[config.mk]
export PLATFORM = sky130hd
export DESIGN_NAME = vga_sync_decoder
export DESIGN_NICKNAME = d
export VERILOG_FILES = /design/src/rtl/vga_sync_decoder.sv
export SDC_FILE = /design/constraint.sdc
export NUM_CORES = 1
export LEC_CHECK = 0
export CAP_MARGIN = 15
export CORE_ASPECT_RATIO = 0.5
export CORE_MARGIN = 4
export CORE_UTILIZATION = 35
export DETAILED_ROUTE_END_ITERATION = 8
export GPL_TIMING_DRIVEN = 0
export HOLD_SLACK_MARGIN = 0.08
export SLEW_MARGIN = 20
export SYNTH_ARGS = -nofsm -noshare
export SYNTH_HDL_FRONTEND = slang
export SYNTH_SLANG_ARGS = --single-unit
[constraint.sdc]
create_clock -name clk -period 3.1 [get_ports clk]
set_input_delay 0.465 -clock clk [delete_from_list [all_inputs] [get_ports clk]]
set_output_delay 0.465 -clock clk [all_outputs]
set_load 0.01 [all_outputs]
[src/rtl/vga_sync_decoder.sv]
// VGA 640x480@60 sync decoder: measures HSYNC/VSYNC timing, locks, emits pixel coordinates.
// Optional 8-bit saturating error counter output enabled by defining VGA_DEC_ERRCNT_EN.
module vga_sync_decoder (
    input  logic        clk,
    input  logic        rst,
    input  logic        px_en,
    input  logic        hsync,
    input  logic        vsync,
    input  logic        px_in,
    output logic [10:0] x,
    output logic [10:0] y,
    output logic        px_out,
    output logic        px_valid,
    output logic        locked,
    output logic        frame_done,
    output logic        err
`ifdef VGA_DEC_ERRCNT_EN
    ,
    output logic [7:0]  err_cnt
`endif
);

    localparam int unsigned CNT_W   = 11;
    localparam int unsigned H_SYNC  = 96;
    localparam int unsigned H_BP    = 48;
    localparam int unsigned H_VIS   = 640;
    localparam int unsigned H_TOTAL = 800;
    localparam int unsigned V_SYNC  = 2;
    localparam int unsigned V_BP    = 33;
    localparam int unsigned V_VIS   = 480;
    localparam int unsigned V_TOTAL = 525;
    localparam int unsigned H_START = H_SYNC + H_BP;
    localparam int unsigned H_END   = H_START + H_VIS - 1;
    localparam int unsigned V_START = V_SYNC + V_BP;
    localparam int unsigned V_END   = V_START + V_VIS - 1;

    localparam logic [CNT_W-1:0] CNT_MAX = {CNT_W{1'b1}};

    localparam logic [1:0] SEARCH  = 2'd0;
    localparam logic [1:0] MEASURE = 2'd1;
    localparam logic [1:0] LOCKED  = 2'd2;

    logic [1:0]       state, state_nx;
    logic [CNT_W-1:0] h_cnt, v_cnt, h_cnt_nx, v_cnt_nx;
    logic             hs_q, vs_q;
    logic             frame_bad, frame_bad_nx;
    logic             err_nx, fd_nx, vis_nx;
    logic             hs_fall, vs_fall;
    logic             line_err, frame_err, sat_err, any_err;

    assign hs_fall = px_en & hs_q & ~hsync;
    assign vs_fall = px_en & vs_q & ~vsync;
    assign any_err = line_err | frame_err | sat_err;

    // Counter update and timing checks for the current strobe
    always_comb begin
        h_cnt_nx  = h_cnt;
        v_cnt_nx  = v_cnt;
        line_err  = 1'b0;
        frame_err = 1'b0;
        sat_err   = 1'b0;
        if (px_en) begin
            if (hs_fall) begin
                h_cnt_nx = '0;
                line_err = ((CNT_W+1)'(h_cnt) + (CNT_W+1)'(1)) != (CNT_W+1)'(H_TOTAL);
            end else if (h_cnt != CNT_MAX) begin
                h_cnt_nx = h_cnt + CNT_W'(1);
                sat_err  = (h_cnt_nx == CNT_MAX);
            end
            if (vs_fall) begin
                v_cnt_nx  = '0;
                frame_err = ((CNT_W+1)'(v_cnt) + (CNT_W+1)'(1)) != (CNT_W+1)'(V_TOTAL);
            end else if (hs_fall && v_cnt != CNT_MAX) begin
                v_cnt_nx = v_cnt + CNT_W'(1);
                sat_err  = sat_err | (v_cnt_nx == CNT_MAX);
            end
        end
    end

    // Lock state machine: next state and pulse outputs
    always_comb begin
        state_nx     = state;
        frame_bad_nx = frame_bad;
        err_nx       = 1'b0;
        fd_nx        = 1'b0;
        case (state)
            SEARCH: begin
                if (vs_fall) begin
                    state_nx     = MEASURE;
                    frame_bad_nx = 1'b0;
                end
            end
            MEASURE: begin
                err_nx = any_err;
                if (vs_fall) begin
                    frame_bad_nx = 1'b0;
                    if (!frame_bad && !any_err) begin
                        state_nx = LOCKED;
                        fd_nx    = 1'b1;
                    end
                end else if (any_err) begin
                    frame_bad_nx = 1'b1;
                end
            end
            LOCKED: begin
                err_nx = any_err;
                if (any_err) state_nx = SEARCH;
                else if (vs_fall) fd_nx = 1'b1;
            end
            default: state_nx = SEARCH;
        endcase
    end

    assign vis_nx = px_en && (state == LOCKED)
                 && (h_cnt_nx >= CNT_W'(H_START)) && (h_cnt_nx <= CNT_W'(H_END))
                 && (v_cnt_nx >= CNT_W'(V_START)) && (v_cnt_nx <= CNT_W'(V_END));

    always_ff @(posedge clk) begin
        if (rst) begin
            state     <= SEARCH;
            frame_bad <= 1'b0;
            h_cnt     <= '0;
            v_cnt     <= '0;
            hs_q      <= 1'b1;
            vs_q      <= 1'b1;
        end else begin
            state     <= state_nx;
            frame_bad <= frame_bad_nx;
            h_cnt     <= h_cnt_nx;
            v_cnt     <= v_cnt_nx;
            if (px_en) begin
                hs_q <= hsync;
                vs_q <= vsync;
            end
        end
    end

    always_ff @(posedge clk) begin
        if (rst) begin
            x          <= '0;
            y          <= '0;
            px_out     <= 1'b0;
            px_valid   <= 1'b0;
            locked     <= 1'b0;
            frame_done <= 1'b0;
            err        <= 1'b0;
        end else begin
            px_valid   <= vis_nx;
            locked     <= (state_nx == LOCKED);
            frame_done <= fd_nx;
            err        <= err_nx;
            if (vis_nx) begin
                x      <= h_cnt_nx - CNT_W'(H_START);
                y      <= v_cnt_nx - CNT_W'(V_START);
                px_out <= px_in;
            end
        end
    end

`ifdef VGA_DEC_ERRCNT_EN
    always_ff @(posedge clk) begin
        if (rst) begin
            err_cnt <= '0;
        end else if (err_nx && err_cnt != 8'hFF) begin
            err_cnt <= err_cnt + 8'd1;
        end
    end
`endif

endmodule

* Word level (Yosys, flattened, before mapping)
Index checks and enable logic that the tools add are counted.
Operators by class: add/subtract/negate cells 6, bitwise gates (word level) 10, equal/unequal tests 11, multiplexer cells 30, reductions and logical operators 14, magnitude comparators 4
Operators with widths (count):
- 11-bit 2-to-1 mux | 6
- 11-bit by 1-bit adder with 12-bit output (second input constant) | 2
- 12-bit by 10-bit inequality test with 1-bit output (second input constant) | 2
- 11-bit by 1-bit adder with 11-bit output (second input constant) | 2
- 11-bit equality test (second input constant) | 2
- 11-bit by 10-bit <= comparator with 1-bit output (second input constant) | 2
- 11-bit inequality test (second input constant) | 2
- 1-bit 2-to-1 mux | 17
- 11-bit by 6-bit >= comparator with 1-bit output (second input constant) | 1
- 11-bit by 8-bit >= comparator with 1-bit output (second input constant) | 1
- 11-bit by 6-bit subtractor with 11-bit output (second input constant) | 1
- 11-bit by 8-bit subtractor with 11-bit output (second input constant) | 1
- 2-bit 2-to-1 mux | 4
- 1-bit logical AND | 7
- 2-bit case mux with 3 select lines | 1
- 1-bit AND | 4
- 2-bit equality test (second input constant) | 2
- 1-bit case mux with 2 select lines | 2
- 2-bit OR reduction | 2
- 3-bit inequality test (second input constant) | 1
- 1-bit inverter | 3
- 1-bit OR | 3
- 3-bit AND reduction | 1
- 2-bit by 1-bit equality test with 1-bit output (second input constant) | 1
- other kinds (4) | 5
Word-level totals: bits in registers 54, output and inout bits 27, logic and storage cells 88, bits of input ports 6

* Depth between registers and ports, before layout
Gate-level depths: netlist of run 1.
depth after elaboration 16, gate-level depth with buffers 16, depth with buffers taken out 12

* Least setup slack after synthesis of run 1
Ideal clock, no wire load.
path kind register to register, start point register h_cnt[0], end point register x[0], path buffers 1, cell stages (with the launch flop) 13, setup time 0.121 ns, setup slack -0.037 ns, arrival time 3.016 ns, data required time 2.979 ns, period minus slack after synthesis 3.137 ns, path through dfxtp_1 -> ha_1 -> nand4_2 -> or3_1 -> a21oi_1 -> nor2_1 -> ha_1 -> and2_1 -> a41o_1 -> o221a_2 -> buf_6 -> nand3_4 -> mux2_4
Between the ends: word-level cells in the longest chain between the ends 9, elaborated cells on any way between the ends 12, classes of those cells add/sub: 2; order compare: 2; eq/ne: 1; mux: 3; reduce/logical: 4
Ends and longest elaborated chain:
- start, declared | RTL line 44 | logic [CNT_W-1:0] h_cnt, v_cnt, h_cnt_nx, v_cnt_nx;
- start signal, assigned | RTL line 129 | h_cnt <= h_cnt_nx;
- 11-bit by 1-bit adder with 11-bit output / 11-bit inequality test (equally long branches) | RTL line 67, 66
- 11-bit 2-to-1 mux | RTL line 66 | end else if (h_cnt != CNT_MAX) begin
- 11-bit 2-to-1 mux | RTL line 63 | if (hs_fall) begin
- 11-bit 2-to-1 mux (*) | RTL line 62 | if (px_en) begin
- 11-bit by 8-bit >= comparator with 1-bit output | RTL line 115 | && (h_cnt_nx >= CNT_W'(H_START)) && (h_cnt_nx <= CNT_W'(H_END))
- 1-bit logical AND (2 in a row) | RTL line 115
- 1-bit logical AND (2 in a row) | RTL line 116 | && (v_cnt_nx >= CNT_W'(V_START)) && (v_cnt_nx <= CNT_W'(V_END));
- end signal, assigned | RTL line 153 | x <= h_cnt_nx - CNT_W'(H_START);
- end, declared | RTL line 10 | output logic [10:0] x,
Mark *: on every way between the ends. The rest lies on a longest branch, timed or not. A chain may end at the register's enable or synchronous reset.

* Worst setup path in the final report of run 1
start point register h_cnt[1], end point register y[0]
Between the ends: word-level cells in the longest chain between the ends 9, elaborated cells on any way between the ends 11, classes of those cells add/sub: 1; order compare: 2; eq/ne: 1; mux: 3; reduce/logical: 4
Ends and longest elaborated chain:
- 11-bit by 1-bit adder with 11-bit output / 11-bit inequality test (equally long branches) | RTL line 67, 66
- 11-bit 2-to-1 mux | RTL line 66
- 11-bit 2-to-1 mux | RTL line 63
- 11-bit 2-to-1 mux (*) | RTL line 62
- 11-bit by 8-bit >= comparator with 1-bit output | RTL line 115
- 1-bit logical AND | RTL line 115
- 1-bit logical AND (*) | RTL line 115
- 1-bit logical AND (*) (2 in a row) | RTL line 116
- end signal, assigned | RTL line 154 | y <= v_cnt_nx - CNT_W'(V_START);
- end, declared | RTL line 11 | output logic [10:0] y,
Marks and branches as above.

==> results of run 1 <==
metrics by stage:
step	setup WS, ns	TNS (ns)
5_1_grt	-0.0331	-0.108
6_report	0.120	0
2_1_floorplan	0.0330	0
3_3_place_gp	-0.694	-14.55
3_5_place_dp	-0.693	-15.18
4_1_cts	0.00570	0
sequential cells by signal, indices dropped and copies added, names as in the netlist:
name        count
v_cnt          11
hs_q            1
px_valid        1
state           2
px_out          1
h_cnt          11
locked          1
frame_bad       1
frame_done      1
y              11
x              11
vs_q            1
err             1
cell usage in the layout (no fill, tap or decap), drive strengths merged, types with 5 or more instances in the layout:
cell | Yosys | final
xnor2 | 11 | 11
o2111ai | 6 | 6
buf | 25 | 76
or3 | 7 | 7
nor2b | 9 | 9
clkbuf | 7 | 14
mux2 | 6 | 6
nand4 | 13 | 13
a211oi | 11 | 11
and3 | 5 | 5
dfxtp | 54 | 54
ha | 14 | 14
nor4 | 5 | 5
a31oi | 13 | 13
o31ai | 11 | 11
and2 | 9 | 9
o21ai | 12 | 12
nand3 | 15 | 15
clkdlybuf4s50 | 0 | 30
inv | 16 | 15
nand2 | 22 | 22
a21oi | 32 | 32
nor2 | 40 | 40
nor3 | 21 | 21
cell type report:
| cell class | count | area (um^2) | share of cell area, % |
|---|---|---|---|
| Buffer | 29 | 218 | 4.10 |
| Clock buffer | 7 | 153 | 2.88 |
| Clock inverter | 1 | 8.76 | 0.165 |
| Inverter | 16 | 63.8 | 1.20 |
| Multi-Input combinational cell | 345 | 2850 | 53.8 |
| Sequential cell | 54 | 1100 | 20.7 |
| Tap cell | 140 | 175 | 3.30 |
| Timing Repair Buffer | 86 | 738 | 13.9 |
per-layer routing:
metal  vias to the layer above  share of wire [%]
li1                       1878                  -
met1                      1896                 48
met2                       107                 45
met3                        17                5.1
met4                         0                1.7
met5                         -                  0
worst max path at each step:
stage	startpoint	endpoint	slack, ns
finish	h_cnt[1]	y[0]	0.12
floorplan	h_cnt[0]	x[0]	0.03
global placement	px_en	x[1]	-0.69
global route	v_cnt[1]	x[7]	-0.03
CTS	hsync	x[3]	0.006
detailed placement	px_en	x[3]	-0.69
repair_timing:
| action | 4_1_cts | 5_1_grt |
|---|---|---|
| resized for setup | 50 | 42 |
| pin swaps | 11 | 24 |
| endpoints found under the hold margin | 0 | 0 |
| buffers inserted | 16 | 38 |
| cloned | 0 | 1 |
| endpoints found under the setup margin | 24 | 25 |
tightest hold or removal path, stage by stage (launching register included):
cell	delay (ns)
dfxtp_1	0.32
o31ai_1	0.06
a21oi_1	0.05
power by group through the flow:
| stage | Combinational [mW] | Clock (mW) | Sequential, mW |
|---|---|---|---|
| floorplan | 0.0768 | 0 | 0.720 |
| finish | 0.168 | 0.609 | 0.704 |
| global placement | 0.112 | 0 | 0.722 |
| detailed placement | 0.113 | 0 | 0.722 |
| CTS | 0.131 | 0.623 | 0.706 |
| global route | 0.181 | 0.651 | 0.704 |
cell families after synthesis:
logic type,share of synthesized area (%)
fa+ha+maj,4.59
simple gates,26.8
compound gates,27.0
buf+inv,6.92
mux,3.05
xor+xnor,3.22
flops,28.4
==> impl_results.md, run 1 <==
* Min cycle time layout at 2.98 ns
* Int Power at 1.11 mW
* Leak at 2.03 nW
* Least-Margin Pin Slew at 0.547 ns
* Global route hottest layer: met2
* Layout Utilization at 50.9%
* Routed Antenna Nets at 0
* I/O pin cnt at 33
* Max_cap viols at 0
* Post-route cell area at 5300 um^2
* Global-route wire length before repair at 17,600 um
* Worst setup path category: reg2reg
* Slew Limit Headroom at 63.5%
* CTS tree: yes
* Reg2Reg Launch Point: h_cnt[1]
* Core Box Area at 10,400 um^2
* Hold path endpoint: y[2]
* Met1 usage at 24.6%
* Clock Skews at 0.00548 ns
* Clock share of power at 41.1%
* CP Cell Sequence: ha_4, nand4_4, or3_4, a31oi_4, nand2_1, or4_4, o2111a_1, buf_4, nor3_4, buf_4, a211oi_1
* EDFF count, synth at 0
* NetSw at 368 uW
* Leading area contributor after synthesis: dfxtp_1
* Status: complete, no violations
* Die width at 156 um
* Hold slack final at 0.473 ns
* Hold Path Stages at 2
* Primary FF master, synth: dfxtp_1
* Startpoint class of the critical path: flip-flop
* Clk slew on worst S/H paths at 0.07 ns
* Dpl cells at 618
* Routed vias at 3,898
* Final routed DRC violation total at 0
* Fin. Hold Viols at 0
* Buffers on Ports at 32
* Met3 Use GR at 3.32%
* Total GRT Usage at 17.1%
* Fmax at 336 MHz
* Fin cells at 678
* CTS root buffer: clkbuf_16
* Filler Cells Inserted at 971
* Worst r2r path cells at 11
* Crit-path slowest cell: or4_4
* # H-tree levels at 2
* N_diodes at 0
* Period utilisation layout at 96.1%
* CTS max path bufs at 2
* Final wirelength at 11,500 um
* Arr. time, crit path at 3.14 ns
* Post-synthesis sequential area ratio at 28.4%
* Die area at 12,700 um^2
* Top post-synthesis cells by area: dfxtp_1 28%, ha_1 4.6%, nor2_1 3.8%, a21oi_1 3.7%, buf_4 2.8%
* Router iterations before antenna repair at 5
* Ys Warns at 0
* Reg-to-reg slack, setup at 0.12 ns
* Wire length per cell at 17.0 um
* Met2 usage at 25.6%
* Crit-path max cell delay at 0.53 ns
* Crit path buf inv count at 2
* Initial DRC count at 191
* Layout area overhead at 39.1%
* Final total power at 1.48 mW
* Initial antenna violation count at 0
* Mapped Area at 3810 um^2
* Mapped Avg Cell Area at 8.55 um^2
* Die Ht at 81.8 um
* Largest net degree at the start of global routing at 17
* Num rows at 26
* HPWL after DPL at 7740 um
* Syn nets at 466
* Final #Nets at 557
* Post-synthesis cell type count at 83
* FF+latch count, synth at 54
* Total global routing overflow at 0
* HP Start: y[2]
* Post-synth top area share at 28.4%
* Logic gate share of total power at 11.3%
* Top post-synthesis cells by count: 54 x dfxtp_1, 39 x nor2_1, 28 x a21oi_1, 21 x nand2_1, 19 x nor3_1
* Crit-path max FO at 9
* Max Slew Vio Count at 0
* Fraction of layout cells with a size suffix above 1 at 31.2%
* Power Density at 279 nW/um^2
* Initial Utilization at 36.6%
* Post-synthesis instance total at 446
* WP depth at 11
* CP top delay family: simple AND/OR/NAND/NOR gates
* CTS buffer count at 5
* Crit path top cell by count: buf_4
* Reg2reg end: y[0]
* Sink Count at 54
* Switching part of the total power at 24.9%
* CP required at 3.26 ns
* Final setup viols at 0
* Setup repair after global routing missed its margin: true
* Async set-or-reset flop fraction in the synthesized netlist at 0%
* Peak supply drop at 0.000174 V
* Cell Area, Placed at 4310 um^2
* Hold Path Class: reg2reg
* Seq pwr share at 47.5%
* Dominant cell by count in the synthesized netlist: dfxtp_1
* Clk_lat worst skew at 0.29 ns
* Vias per inst at 5.75
* Hold Buf Count CTS at 0
* GP Congestion at 0.850
* Vias in the first global route at 3,360
* CP Capture Type: flip-flop
(Power assumes the default switching activity.)
==> run 2, diff against run 1 <==
Settings changed: GPL_ROUTABILITY_DRIVEN set to 0, GPL_TIMING_DRIVEN 0 to not set, TNS_END_PERCENT set to 30.
==> run 2 against run 1 <==
Compared with the run above: final area fell by 1.1%; critical path type is now in2reg; core utilization fell by 0.55 points; clock power rose by 23%; die area did not move; critical endpoint is now x[1]; clock skew rose by 0.0025 ns; register-to-register slack barely moved; sequential cell count did not move; largest cell class unchanged.
==> impl_results.md, run 2 (synthesized netlist as in run 1, its figures left out) <==
* Fraction of layout cells with a size suffix above 1 at 29.4% (was 31.2%)
* NetSw at 354 uW (was 368 uW)
* Routed Antenna Nets at 0 (unchanged)
* Least-Margin Pin Slew at 0.524 ns (was 0.547 ns)
* Multi-input gate area at 2570 um^2 (was 2850 um^2)
* CP Cell Sequence: clkdlybuf4s50_1, buf_4, nor2b_1, o41ai_2, a21oi_1, or4_1, o2111ai_2, nand3_4, mux2_4 (was ha_4, nand4_4, or3_4, a31oi_4, nand2_1, or4_4, o2111a_1, buf_4, nor3_4, buf_4, a211oi_1)
* Router iterations before antenna repair at 4 (was 5)
* Total global routing overflow at 0 (unchanged)
* Layout area overhead at 37.6% (was 39.1%)
* Leak at 2.09 nW (was 2.03 nW)
* Wire length per cell at 15.8 um (was 17.0 um)
* Crit-path max cell delay at 0.61 ns (was 0.53 ns)
* Die area at 12,700 um^2 (unchanged)
* # H-tree levels at 2 (unchanged)
* Arr. time, crit path at 3.20 ns (was 3.14 ns)
* Initial antenna violation count at 0 (unchanged)
* Int Power at 1.26 mW (was 1.11 mW)
* Largest net degree at the start of global routing at 47 (was 17)
* Clk slew on worst S/H paths at 0.07 ns (about the same)
* Final #Nets at 581 (was 557)
* Die width at 156 um (unchanged)
* Vias per inst at 5.47 (was 5.75)
* Vias in the first global route at 3,679 (was 3,360)
* Commonest non-fill, non-tap cells in the layout: 103 x buf_4, 52 x dfxtp_1, 36 x nor2_1 (was 63 x buf_4, 50 x dfxtp_1, 34 x nor2_1)
* Crit-path max FO at 8 (was 9)
* Crit-path slowest cell: or4_1 (was or4_4)
* CTS max path bufs at 2 (unchanged)
* Max Slew Vio Count at 0 (unchanged)
* HPWL after DPL at 8310 um (was 7740 um)
* CTS tree: yes (unchanged)
* Period utilisation layout at 97.1% (was 96.1%)
* Total GRT Usage at 17.8% (was 17.1%)
* Filler Cells Inserted at 1,004 (was 971)
* Fmax at 332 MHz (was 336 MHz)
* Max_cap viols at 0 (unchanged)
* Buffers on Ports at 32 (unchanged)
* CTS root buffer: clkbuf_16 (unchanged)
* Final setup viols at 0 (unchanged)
* Hold Path Class: reg2reg (unchanged)
* Worst setup path category: in2reg (was reg2reg)
* Die Ht at 81.8 um (unchanged)
* Final wirelength at 11,100 um (was 11,500 um)
* Clk_lat worst skew at 0.30 ns (was 0.29 ns)
* Setup WS pre-CTS at -0.346 ns (was -0.693 ns)
* I/O pin cnt at 33 (unchanged)
* Switching part of the total power at 22.0% (was 24.9%)
* Final routed DRC violation total at 0 (unchanged)
* Startpoint class of the critical path: input port (was flip-flop)
* Commonest non-fill, non-tap cell in the layout: buf_4 (unchanged)
* Slew Limit Headroom at 65.1% (was 63.5%)
* Initial Utilization at 36.6% (unchanged)
* Power Density at 307 nW/um^2 (was 279 nW/um^2)
* Hold Buf Count CTS at 0 (unchanged)
* Num rows at 26 (unchanged)
* Seq pwr share at 43.7% (was 47.5%)
* N_diodes at 0 (unchanged)
* Logic gate share of total power at 10.0% (was 11.3%)
* CP Capture Type: flip-flop (unchanged)
* Fin. Hold Viols at 0 (unchanged)
* Status: complete, no violations (unchanged)
* Sink Count at 54 (unchanged)
* Setup TNS at 0 ns (unchanged)
* Initial DRC count at 244 (was 191)
* CTS buffer count at 5 (unchanged)
* Core Box Area at 10,400 um^2 (unchanged)
* CP required at 3.29 ns (was 3.26 ns)
* Global-route wire length before repair at 18,400 um (was 17,600 um)
* Area taken by flip-flops and latches at 1080 um^2 (was 1100 um^2)
* Clock Skews at 0.00797 ns (was 0.00548 ns)
* Min cycle time layout at 3.01 ns (was 2.98 ns)
* Worst setup margin at 0.0899 ns (was 0.120 ns)
* Setup repair after global routing missed its margin: true (unchanged)
* Clock share of power at 46.4% (was 41.1%)
* Routed vias at 3,842 (was 3,898)
* Peak supply drop at 0.000199 V (was 0.000174 V)
[run 2: changes by cell type in the layout (fill, tap and decap cells not counted), sizes merged]
cell and delta:
clkdlybuf4s50 +1, o221ai -1, clkinvlp -1, clkbuf -8, dlymetal6s2s -1, bufinv +2, buf +32, inv +1
clkinv -1
[run 2: cell type report]
cell class / count / share of cell area, %
clock buffer: 6 / 2.65
multi-input combinational: 344 / 48.9
tap: 140 / 3.34
timing repair buffer: 140 / 22.1
inverter: 16 / 1.14
sequential: 54 / 20.7
clock inverter: 2 / 1.14
[run 2: worst paths after layout]
path	startpoint	endpoint	slack (ns)	cells past startpoint
worst max-delay path	hsync	x[1]	0.09	9
worst min-delay path	y[2]	y[2]	0.48	2
worst max register to register	h_cnt[0]	x[1]	0.12	12
worst min register to register	y[2]	y[2]	0.48	2
[run 2: critical path, delay by kind of cell]
family	cells	cell delay [ns]
buffers and inverters	2	0.62
AOI/OAI and AO/OA	3	0.88
and+or+nand+nor	3	0.88
muxes	1	0.34
[run 2: power by group through the flow]
stage | sequential [mW] | combinational (mW) | clock, mW
6_report | 0.703 | 0.160 | 0.747
3_5_place_dp | 0.719 | 0.151 | 0
4_1_cts | 0.702 | 0.152 | 0.761
2_1_floorplan | 0.720 | 0.0768 | 0
5_1_grt | 0.704 | 0.174 | 0.782
3_3_place_gp | 0.719 | 0.149 | 0
[run 2: layer usage]
metal / wire (um) / vias to the layer above / track usage (%)
met5: 0 / - / 0
met4: 122 / 0 / 4.02
met3: 370 / 14 / 2.74
met2: 4940 / 67 / 28.8
met1: 5640 / 1845 / 25.1
li1: - / 1916 / -
[run 2: timing repair]
item | 4_1_cts | 5_1_grt
gates resized for setup | 5 | 24
setup buffers | 0 | 2
hold endpoints to repair | 0 | 0
pin swaps | 1 | 8
setup endpoints to repair | 14 | 24
[run 2: per-stage QoR]
stage                     util, %  hold slack (ns)  power, mW  area (um^2)  std cells
final                        50.4            0.478       1.61         5250        702
after global routing         50.4            0.503       1.66         5250        702
after CTS                    49.1            0.478       1.62         5120        700
after detailed placement     47.1            0.469      0.869         4900        692
after global placement       47.1            0.464      0.868         4900        692
after floorplan                 -            0.458      0.797         3820        446
==> run 3, diff against run 2 <==
Settings changed: CTS_CLUSTER_DIAMETER set to 150.
==> results of run 3 <==
The final DEF is identical to that of run 2; final timing and power are the same.
